[config.mk]
export PLATFORM = sky130hd
export DESIGN_NAME = snake_engine
export DESIGN_NICKNAME = d
export VERILOG_FILES = /design/src/rtl/snake_engine.sv
export SDC_FILE = /design/constraint.sdc
export NUM_CORES = 1
export LEC_CHECK = 0
export CAP_MARGIN = 30
export CORE_ASPECT_RATIO = 1.4
export CORE_MARGIN = 4
export CORE_UTILIZATION = 55
export DETAILED_ROUTE_END_ITERATION = 6
export GPL_ROUTABILITY_DRIVEN = 0
export MAX_ROUTING_LAYER = met4
export PLACE_DENSITY_LB_ADDON = 0.3
export SYNTH_ARGS = -nofsm -noshare
export SYNTH_HDL_FRONTEND = slang
export SYNTH_SLANG_ARGS = --single-unit
export TNS_END_PERCENT = 100
[constraint.sdc]
create_clock -name Clk -period 18.5 [get_ports Clk]
set_input_delay 3.7 -clock Clk [delete_from_list [all_inputs] [get_ports Clk]]
set_output_delay 3.7 -clock Clk [all_outputs]
set_load 0.03 [all_outputs]
[src/rtl/snake_engine.sv]
// Snake game engine on a 16x16 grid: tracks the snake body, places food and
// decides win/lose. Cells are encoded as {row, col}, and segment 0 is the head.
module snake_engine (
    input  logic         Clk,
    input  logic         Reset,
    input  logic         Start,
    input  logic         BtnU,
    input  logic         BtnD,
    input  logic         BtnL,
    input  logic         BtnR,
    input  logic         Tick,
    input  logic [7:0]   Rand,
    output logic         Qi,
    output logic         Qp,
    output logic         Qw,
    output logic         Ql,
    output logic         Qc,
    output logic [7:0]   Food,
    output logic [3:0]   Length,
    output logic [127:0] Locations_Flat
);

    localparam logic [2:0] S_INIT  = 3'd0;
    localparam logic [2:0] S_PLACE = 3'd1;
    localparam logic [2:0] S_PLAY  = 3'd2;
    localparam logic [2:0] S_WIN   = 3'd3;
    localparam logic [2:0] S_LOSE  = 3'd4;

    // Opposite directions differ only in bit 0, so a reversal is dir ^ 1.
    localparam logic [1:0] D_UP    = 2'd0;
    localparam logic [1:0] D_DOWN  = 2'd1;
    localparam logic [1:0] D_LEFT  = 2'd2;
    localparam logic [1:0] D_RIGHT = 2'd3;

    logic [2:0] state;
    logic [1:0] dir;
    logic [1:0] last_dir;
    logic [7:0] seg [15];
    logic [3:0] len;
    logic [7:0] food_r;
    logic       qc_r;

    logic [7:0] next_head;
    logic       wall;
    logic       eat;
    logic       self_hit;
    logic       place_hit;
    logic       place_commit;
    logic       tick_play;
    logic       move;
    logic       do_init;
    logic [3:0] new_len;
    logic       btn_any;
    logic [1:0] btn_dir;
    logic [1:0] ref_dir;
    logic       accept;

    always_comb begin
        next_head = seg[0];
        wall      = 1'b0;
        case (dir)
            D_UP: begin
                next_head = seg[0] - 8'd16;
                wall      = (seg[0][7:4] == 4'd0);
            end
            D_DOWN: begin
                next_head = seg[0] + 8'd16;
                wall      = (seg[0][7:4] == 4'd15);
            end
            D_LEFT: begin
                next_head = seg[0] - 8'd1;
                wall      = (seg[0][3:0] == 4'd0);
            end
            default: begin
                next_head = seg[0] + 8'd1;
                wall      = (seg[0][3:0] == 4'd15);
            end
        endcase
    end

    assign eat = (next_head == food_r);

    // The tail vacates its cell on a plain move, so it only blocks when eating.
    always_comb begin
        self_hit  = 1'b0;
        place_hit = 1'b0;
        for (int i = 0; i < 15; i++) begin
            if (seg[i] == next_head &&
                ((i < int'(len) - 1) || (i == int'(len) - 1 && eat)))
                self_hit = 1'b1;
            if (seg[i] == Rand && i < int'(len))
                place_hit = 1'b1;
        end
    end

    assign tick_play    = (state == S_PLAY) && Tick;
    assign move         = tick_play && !wall && !self_hit;
    assign place_commit = (state == S_PLACE) && !place_hit;
    assign new_len      = eat ? len + 4'd1 : len;
    assign do_init      = Reset || (state == S_INIT) ||
                          (Start && (state == S_WIN || state == S_LOSE));

    always_comb begin
        btn_any = BtnU | BtnD | BtnL | BtnR;
        if (BtnU)      btn_dir = D_UP;
        else if (BtnD) btn_dir = D_DOWN;
        else if (BtnL) btn_dir = D_LEFT;
        else           btn_dir = D_RIGHT;
    end

    // A move completing this cycle becomes the reference for reversal checks.
    assign ref_dir = tick_play ? dir : last_dir;
    assign accept  = btn_any && (state != S_INIT) && (btn_dir != (ref_dir ^ 2'b01));

    always_ff @(posedge Clk) begin
        if (Reset) begin
            state <= S_INIT;
        end else begin
            case (state)
                S_INIT:  if (Start) state <= S_PLACE;
                S_PLACE: if (!place_hit) state <= S_PLAY;
                S_PLAY: begin
                    if (Tick) begin
                        if (wall || self_hit)
                            state <= S_LOSE;
                        else if (eat)
                            state <= (new_len == 4'd15) ? S_WIN : S_PLACE;
                    end
                end
                S_WIN, S_LOSE: if (Start) state <= S_INIT;
                default: state <= S_INIT;
            endcase
        end
    end

    always_ff @(posedge Clk) begin
        qc_r <= !Reset && place_commit;
        if (do_init) begin
            seg[0]   <= 8'h87;
            seg[1]   <= 8'h86;
            seg[2]   <= 8'h85;
            for (int i = 3; i < 15; i++)
                seg[i] <= 8'h00;
            len      <= 4'd3;
            dir      <= D_RIGHT;
            last_dir <= D_RIGHT;
            food_r   <= 8'h00;
        end else begin
            if (accept)
                dir <= btn_dir;
            if (place_commit)
                food_r <= Rand;
            if (move) begin
                last_dir <= dir;
                seg[0]   <= next_head;
                for (int i = 1; i < 15; i++)
                    seg[i] <= (i < int'(new_len)) ? seg[i-1] : 8'h00;
                len      <= new_len;
            end
        end
    end

    always_comb begin
        Locations_Flat = '0;
        for (int i = 0; i < 15; i++)
            Locations_Flat[127-8*i -: 8] = seg[i];
    end

    assign Qi     = (state == S_INIT);
    assign Qp     = (state == S_PLAY) || (state == S_PLACE);
    assign Qw     = (state == S_WIN);
    assign Ql     = (state == S_LOSE);
    assign Qc     = qc_r;
    assign Food   = food_r;
    assign Length = len;

endmodule

After elaboration in Yosys (flattened, before gate mapping)

Memory sizes are Yosys's and may differ from the RTL's.
Index checks and enable logic that the tools add are counted.

Flip-flop bits (word level): 20
Output and inout port bits: 145
Input port bits: 16
RAM bits: 120
Logic and storage cells: 300
Memories: 1

Magnitude comparators: 44
Multiplexer cells: 79
Add/subtract/negate cells: 6
Eq/ne operators: 60
Reduce and logical (&&, ||, !) cells: 85
Bitwise logic cells: 19

Memory list:

| memory | depth | bits a word | rd ports | clocked after memory_dff | write ports | RTL line | text |
|---|---|---|---|---|---|---|---|
| seg    | 15    | 8           | 15       | 0                        | 15          | 38       | `logic [7:0] seg [15];` |

Operators with widths:

| cell                                                                        | count |
|---|---|
| 8-bit equality test                                                         | 31 |
| 8-bit two-way mux                                                           | 29 |
| 4-bit less-than comparator, first input constant                            | 14 |
| 1-bit logical AND                                                           | 53 |
| 1-bit two-way mux                                                           | 36 |
| 5-bit equality test, first input constant                                   | 7 |
| 5-bit less-than comparator, first input constant                            | 7 |
| 32-bit logical NOT                                                          | 1 |
| 3-bit by 4-bit less-than comparator with 1-bit output, first input constant | 8 |
| 8-bit one-hot mux with 3 select lines                                       | 1 |
| 4-bit by 5-bit equality test with 1-bit output, first input constant        | 4 |
| 1-bit logical OR                                                            | 20 |
| 4-bit by 5-bit less-than comparator with 1-bit output, first input constant | 4 |
| 3-bit two-way mux                                                           | 6 |
| 1-bit OR                                                                    | 18 |
| 2-bit by 4-bit less-than comparator with 1-bit output, first input constant | 4 |
| 4-bit equality test, second input constant                                  | 3 |
| 1-bit by 4-bit less-than comparator with 1-bit output, first input constant | 3 |
| 3-bit one-hot mux with 4 select lines                                       | 1 |
| 3-bit by 5-bit equality test with 1-bit output, first input constant        | 2 |
| 3-bit by 5-bit less-than comparator with 1-bit output, first input constant | 2 |
| 8-bit by 1-bit adder with 8-bit output, second input constant               | 1 |
| 8-bit by 5-bit adder with 8-bit output, second input constant               | 1 |
| 4-bit logical NOT                                                           | 2 |
| 25 further kinds                                                            | 35 |

Depth between registers and ports, before layout

Gate-level depths: netlist of the first run.
An unclocked memory read counts as a cell.

Word-level depth: 28
Gate-level depth with buffers: 21
Depth with buffers taken out: 15

Worst setup path before layout of the first run

OpenSTA, ideal clock, no wires.

Kind: register to register
Start: memory seg[0][1]
End: memory seg[0][0], enable pin
Buffers on the path: 4
Data arrival time: 6.491 ns
Stages on the path, launching flop included: 17
Period minus slack after synthesis: 7.549 ns
Setup time: 1.057 ns
Slack: 10.951 ns
Required time: 17.443 ns
Cells stage by stage: edfxtp_1 > buf_2 > buf_1 > xnor2_1 > ha_1 > or4_1 > o32ai_2 > mux2i_1 > clkbuf_1 > mux2i_1 > or4_1 > nor4_1 > o211ai_1 > o2111a_1 > nand4_4 > buf_6 > nand2_1

RTL lines:

| item            | RTL line |
|---|---|
| start, declared | 38 |

==> results of run 1 <==
kinds of logic (layout without fill, tap and decap cells):
logic type | count (synthesis) | after routing | share of synthesized area, %
buffers and inverters | 87 | 224 | 3.72
AOI/OAI and AO/OA | 144 | 144 | 10.7
other | 1 | 8 | 0.0357
and+or+nand+nor | 380 | 380 | 20.8
xor gates and xnor gates | 268 | 268 | 23.4
DFF | 140 | 140 | 38.1
muxes | 22 | 22 | 2.16
adders and majority gates | 8 | 8 | 1.02
registers in the layout, indices dropped and copies added (netlist names):
name and cells:
Food 8, Qc 1, state 3, Length 4, seg 120, last_dir 2
dir 2
cells in the final DEF (no fill, tap or decap), types with 8 or more instances in the layout:
master / count
mux2i_1: 18
clkbuf_16: 17
xnor2_1: 155
a31oi_1: 12
inv_1: 14
nor2_1: 51
nor4_1: 26
nor3b_1: 9
dfxtp_1: 20
clkdlybuf4s50_1: 152
o21ai_0: 18
a211oi_1: 8
xor2_1: 103
nand2b_1: 8
nor3_1: 31
nand2_1: 39
nor2b_1: 8
and2_1: 91
or4_1: 14
a21oi_1: 20
nand4_1: 33
a21o_1: 10
conb_1: 8
and3_1: 16
nand3_1: 23
buf_4: 18
edfxtp_1: 120
worst max-delay path by stage:
stage / startpoint / endpoint / cells after the start / slack (ns)
finish: dir[0]$_SDFFE_PP1P_ / seg[1][31]$_SDFFCE_PP0P_ / 14 / 11.51
global placement: Rand[0] / Food[5]$_SDFFE_PP0P_ / 10 / 11.16
CTS: dir[0]$_SDFFE_PP1P_ / seg[1][31]$_SDFFCE_PP0P_ / 14 / 11.65
detailed placement: Tick / seg[1][31]$_SDFFCE_PP0P_ / 5 / 11.54
floorplan: seg[0][1]$_SDFFCE_PN1P_ / seg[0][0]$_SDFFCE_PN1P_ / 16 / 10.95
global route: dir[0]$_SDFFE_PP1P_ / seg[1][14]$_SDFFCE_PP0P_ / 14 / 11.31
stage by stage:
stage	area, sq um	util [%]	worst slack [ns]	hold slack [ns]	instances
global placement	12200	65.2	11.16	0.457	1397
floorplan	10500	-	10.95	0.444	1057
detailed placement	12400	66.2	11.54	0.470	1406
CTS	13000	69.4	11.65	0.486	1438
finish	13000	69.4	11.51	0.486	1438
global route	13000	69.4	11.31	0.513	1438
metal layers:
metal  vias to the layer above  part of all wire [%]  GRT usage, %
met4                         0                   8.4          24.7
li1                       4059                     -             -
met2                       803                    46          54.3
met3                       275                    11          7.83
met1                      4554                    35          40.8
met5                         -                     0             -
worst max-delay path: stages, from the launching register on:
cell and delay [ns]:
dfxtp_1 0.83, nand2_1 0.23, ha_1 0.40, xor2_1 0.83
o21ai_0 0.22, mux2i_2 0.18, buf_4 0.34, xnor2_1 0.20
nor4_2 0.14, and2_1 0.32, o31a_1 0.39, a2111oi_4 0.47
nand4_4 0.44, nand2_4 0.88, buf_4 0.66
cell type report:
type	instances	area share [%]
Multi-Input combinational cell	830	47.6
Sequential cell	140	30.9
Timing Repair Buffer	178	14.2
Clock buffer	19	3.34
Tap cell	244	2.35
Clock inverter	13	1.28
Inverter	14	0.405
report_power, final:
group	total, mW	internal (mW)	switching, mW
Sequential	0.613	0.448	0.165
Combinational	0.982	0.406	0.576
Clock	0.353	0.213	0.141
Total	1.95	1.07	0.882
==> summary.txt, run 1 <==
Yosys
  • Largest area contributor in the netlist: edfxtp_1
  • Cell variety after synth: 83
  • Post-synth ARST share: 0%
  • Synth top area cells: edfxtp_1 (34%), xnor2_1 (13%), xor2_1 (8.6%)
  • Synth cell count leaders: xnor2_1 (157), edfxtp_1 (120), xor2_1 (103)
  • Syn_area_per_cell: roughly 10 sq um
  • Top-area cell type share of the netlist area: about a third
  • Synthesis Warnings: 0
  • Flops & latches, synth: 140
  • Sequential share of the synthesized area: 38.1%
  • Top_reg_cell synth: edfxtp_1
  • EDFF count, synth: 120
  • Most common cell in the netlist: xnor2_1
  • Mapped Area: ~0.011 sq mm
  • Cells after Synth: roughly 1,100

Worst setup path
  • Arrival @ worst endpoint: just over 7 ns
  • Crit-path max FO: 73
  • Setup crit end kind: flop
  • Flop-to-flop setup slack: approximately 12 ns
  • Worst Path Required: 18.57 ns
  • Reg2reg start: dir[0]$_SDFFE_PP1P_
  • R2R depth: 14
  • Reg2reg end: seg[1][31]$_SDFFCE_PP0P_
  • CP Class: reg2reg
  • Crit start category: flop

Layout
  • Diodes inserted: 0
  • Storage cell area: approximately 0.0040 sq mm
  • Ratio of cells with drive above 1 in the final layout: 7.12%
  • Area of the multi-input gates: between 0.006 and 0.007 sq mm
  • FILL cells: 1,391
  • Layout area overhead: 23.5%
  • Total Nets Final: between 1,000 and 1,500

STA
  • Min Clock Period, post-route: 6.99 ns
  • Endpoints failing setup: 0
  • Hold Violations, Final: 0
  • Slew @ Worst Pin: roughly 1.1 ns
  • Setup TNS: 0 ns
  • Slew HR: 29.7%
  • Period utilization: between 30% and 40%
  • Final Max Slew Viols: 0
  • FMAX: ~140 MHz
  • RSZ-0062 raised after global routing: no
  • Final Skew: 0.0102 ns

Clocking
  • Setup bufs post-CTS: 0
  • Total CTS buffers: 17
  • TritonCTS clock tree: yes
  • # H-tree levels: 4
  • Worst-Skew Late Latency: around 0.44 ns
  • Clock transition at path regs: 0.06 ns
  • Clock net sink count: 140
  • Root Driver: clkbuf_16
  • Hold Buf Count CTS: 0
  • Clock buffer depth: 2
  • Post-CTS Resized: 0

Pwr
  • Worst VDD drop: 119 uV
  • Leak Pwr: around 4.7 nW
  • Pwr Density: roughly 150 mW/mm^2
  • Total power: 1.95 mW

Routing
  • DR vias/cell: just under 7
  • Via Count: 9,691
  • DR WL/cell: roughly 26 um
  • DRT Pass-1 Iters: 7
  • Post-DRT Antenna Nets: 0
  • Initial DRC count: 1,345
  • Routed WL: 37,400 um
  • DRC: 0

Global routing
  • Initial antenna violation count: 0
  • Grt ovf: 0
  • Largest net degree at the start of global routing: 74
  • GRT Resource Usage Total: 35.1%
  • Vias in the first global route: 9,205
  • First-pass GRT wire length: between 50,000 and 60,000 um

Status
  • Status: finished clean

Die
  • Row Count: 59
  • Core area: between 0.015 and 0.02 sq mm
  • Die X: around 120 um
  • Die ar.: 0.0214 sq mm
  • Die Y: ~170 um
  • I/O pin cnt: 161
  • Initial Utilization: about 56%

Run
  • Max-cap violations: 0

Min path
  • Hold Path Cell Cnt: 2
  • Worst hold start: last_dir[0]$_SDFFE_PP1P_
  • Hold EP: last_dir[0]$_SDFFE_PP1P_
  • Worst Hold Class: reg2reg

Place
  • Port Buffers: about 150
  • Dpl hpwl: about 27,000 um
Power figures use the tool's default switching activity.
==> run 2: changes to the inputs <==
--- a/config.mk
+++ b/config.mk
@@ -8,7 +8,7 @@
 export CAP_MARGIN = 30
 export CORE_ASPECT_RATIO = 1.4
 export CORE_MARGIN = 4
-export CORE_UTILIZATION = 55
+export CORE_UTILIZATION = 50
 export DETAILED_ROUTE_END_ITERATION = 6
 export GPL_ROUTABILITY_DRIVEN = 0
 export MAX_ROUTING_LAYER = met4
==> constraint.sdc (replaced) <==
create_clock -name Clk -period 6.3 [get_ports Clk]
set_input_delay 1.26 -clock Clk [delete_from_list [all_inputs] [get_ports Clk]]
set_output_delay 1.26 -clock Clk [all_outputs]
set_load 0.03 [all_outputs]
==> summary.txt, run 2 (same netlist as run 1, synthesis figures left out) <==
Status
  • Status: finished clean

Die
  • I/O pin cnt: ~160
  • Core area: slightly above 0.02 sq mm
  • Die ar.: roughly 0.023 sq mm
  • Die Y: 179 um
  • Initial Utilization: about half
  • Row Count: a little over 60
  • Die X: approximately 130 um

Clocking
  • Root Driver: clkbuf_16
  • Total CTS buffers: 17
  • Clock net sink count: 140
  • Worst-Skew Late Latency: ~0.43 ns
  • TritonCTS clock tree: yes
  • Clock buffer depth: 2
  • Hold Buf Count CTS: 0
  • Setup bufs post-CTS: 0
  • # H-tree levels: 4
  • Clock transition at path regs: around 0.070 ns
  • Post-CTS Resized: 0

Routing
  • Via Count: around 9,600
  • Initial DRC count: roughly 1,300
  • DRC: 0
  • DRT Pass-1 Iters: 5
  • DR vias/cell: 6.56
  • DR WL/cell: around 25 um
  • Post-DRT Antenna Nets: 0
  • Routed WL: approximately 37,000 um

Layout
  • Non-filler cells, final: approximately 1,500
  • Most common cell after layout, fill and taps aside: xnor2_1
  • Commonest cells after routing, fill and taps aside: xnor2_1 (155), clkdlybuf4s50_1 (152), edfxtp_1 (120), xor2_1 (103), and2_1 (91)
  • Area of the multi-input gates: 0.00617 sq mm
  • Total Nets Final: ~1,200
  • Final Util: 63.2%
  • Ratio of cells with drive above 1 in the final layout: 7.82%
  • Diodes inserted: 0
  • Storage cell area: between 0.004 and 0.005 sq mm
  • Register with the most flip-flops: seg
  • FILL cells: between 1,500 and 2,000
  • Max reg flops: 120
  • Layout area overhead: 23.8%

Min path
  • Worst Hold Class: reg2reg

Worst setup path
  • CP Class: reg2reg
  • R2R depth: 15
  • Arrival @ worst endpoint: ~6 ns
  • Max incr delay on CP: slightly above 0.8 ns
  • Crit path from: dir[0]$_SDFFE_PP1P_
  • Critical Path Sink: seg[1][5]$_SDFFCE_PP0P_
  • Reg2reg end: seg[1][5]$_SDFFCE_PP0P_
  • CP cell instances: nand2_1 -> ha_1 -> xor2_1 -> o21ai_0 -> mux2i_2 -> buf_4 -> xnor2_1 -> a2111oi_0 -> a221oi_1 -> a211oi_1 -> a2111oi_4 -> nand4_4 -> buf_4 -> nor3_1 -> and2_1
  • Critical path's slowest cell: dfxtp_1
  • Crit start category: flop
  • Reg2reg start: dir[0]$_SDFFE_PP1P_
  • Flop-to-flop setup slack: between 0.6 and 0.7 ns
  • Crit path top cell by count: buf_4
  • Setup crit end kind: flop
  • Crit-path max FO: 22
  • Worst Path Required: ~6.6 ns

Pwr
  • Leak Pwr: about 4.7 nW
  • Worst VDD drop: approximately 320 uV
  • Pwr Density: 441 mW/mm^2
  • Total power: 5.73 mW

STA
  • Slew HR: 31.8%
  • FMAX: roughly 180 MHz
  • Final Skew: between 0.01 and 0.015 ns
  • Hold Violations, Final: 0
  • RSZ-0062 raised after global routing: no
  • Final Max Slew Viols: 0
  • Setup TNS: 0 ns
  • Period utilization: about nine tenths
  • Min Clock Period, post-route: 5.67 ns
  • Endpoints failing setup: 0
  • Hold Worst Slack: about 0.48 ns
  • Slew @ Worst Pin: ~1 ns

Place
  • Placed insts: about 1,400
  • Dpl hpwl: about 27,000 um
  • Port Buffers: 152

Global routing
  • Grt ovf: 0
  • First-pass GRT wire length: ~55,000 um
  • Vias in the first global route: just over 9,000
  • Largest net degree at the start of global routing: just under 50
  • GRT Resource Usage Total: between 30% and 40%
  • Initial antenna violation count: 0

Run
  • Max-cap violations: 0
==> run 2: where the power goes <==
group          total [mW]  switching [mW]  internal (mW)  leakage, nW
registers            1.79           0.475           1.31         1.51
clock network        1.07           0.437          0.632        0.289
logic                2.88            1.66           1.22         2.93
==> run 2: final cells by class <==
class	count	area share, %
multi-input cells	830	47.4
flip-flops and latches	140	30.8
repair buffers	186	14.2
clock buffers	18	3.30
well taps	256	2.46
clock inverters	14	1.41
inverters	14	0.404
==> run 2: metrics by stage <==
stage                     instance area, sq um  worst slack (ns)
after global routing                     13000             0.492
after CTS                                13000             0.780
final                                    13000             0.627
after global placement                   12300              1.01
after floorplan                          10500             0.619
after detailed placement                 12400             0.818
==> run 2: per-layer routing <==
| metal | global-route usage, % | vias up | share of wire, % |
|---|---|---|---|
| li1 | - | 4090 | - |
| met1 | 39.3 | 4540 | 35 |
| met2 | 49.1 | 726 | 47 |
| met3 | 6.12 | 207 | 11 |
| met4 | 17.7 | 0 | 7.2 |
| met5 | - | - | 0 |
==> run 2: worst min path at each step <==
stage	startpoint	end	slack (ns)	depth (start not counted)
after floorplan	last_dir[0]$_SDFFE_PP1P_	last_dir[0]$_SDFFE_PP1P_	0.44	2
after global placement	last_dir[0]$_SDFFE_PP1P_	last_dir[0]$_SDFFE_PP1P_	0.46	2
after detailed placement	last_dir[0]$_SDFFE_PP1P_	last_dir[0]$_SDFFE_PP1P_	0.46	2
after CTS	last_dir[0]$_SDFFE_PP1P_	last_dir[0]$_SDFFE_PP1P_	0.48	2
after global routing	last_dir[0]$_SDFFE_PP1P_	last_dir[0]$_SDFFE_PP1P_	0.50	2
final	last_dir[0]$_SDFFE_PP1P_	last_dir[0]$_SDFFE_PP1P_	0.48	2
==> run 2: critical path, delay by kind of cell (launching register included) <==
family          cells  cell delay, ns
compound gates      5            1.28
xor+xnor            2            0.91
fa+ha+maj           1            0.39
buf+inv             2            0.63
flops               1            0.83
mux                 1            0.24
simple gates        4            1.24
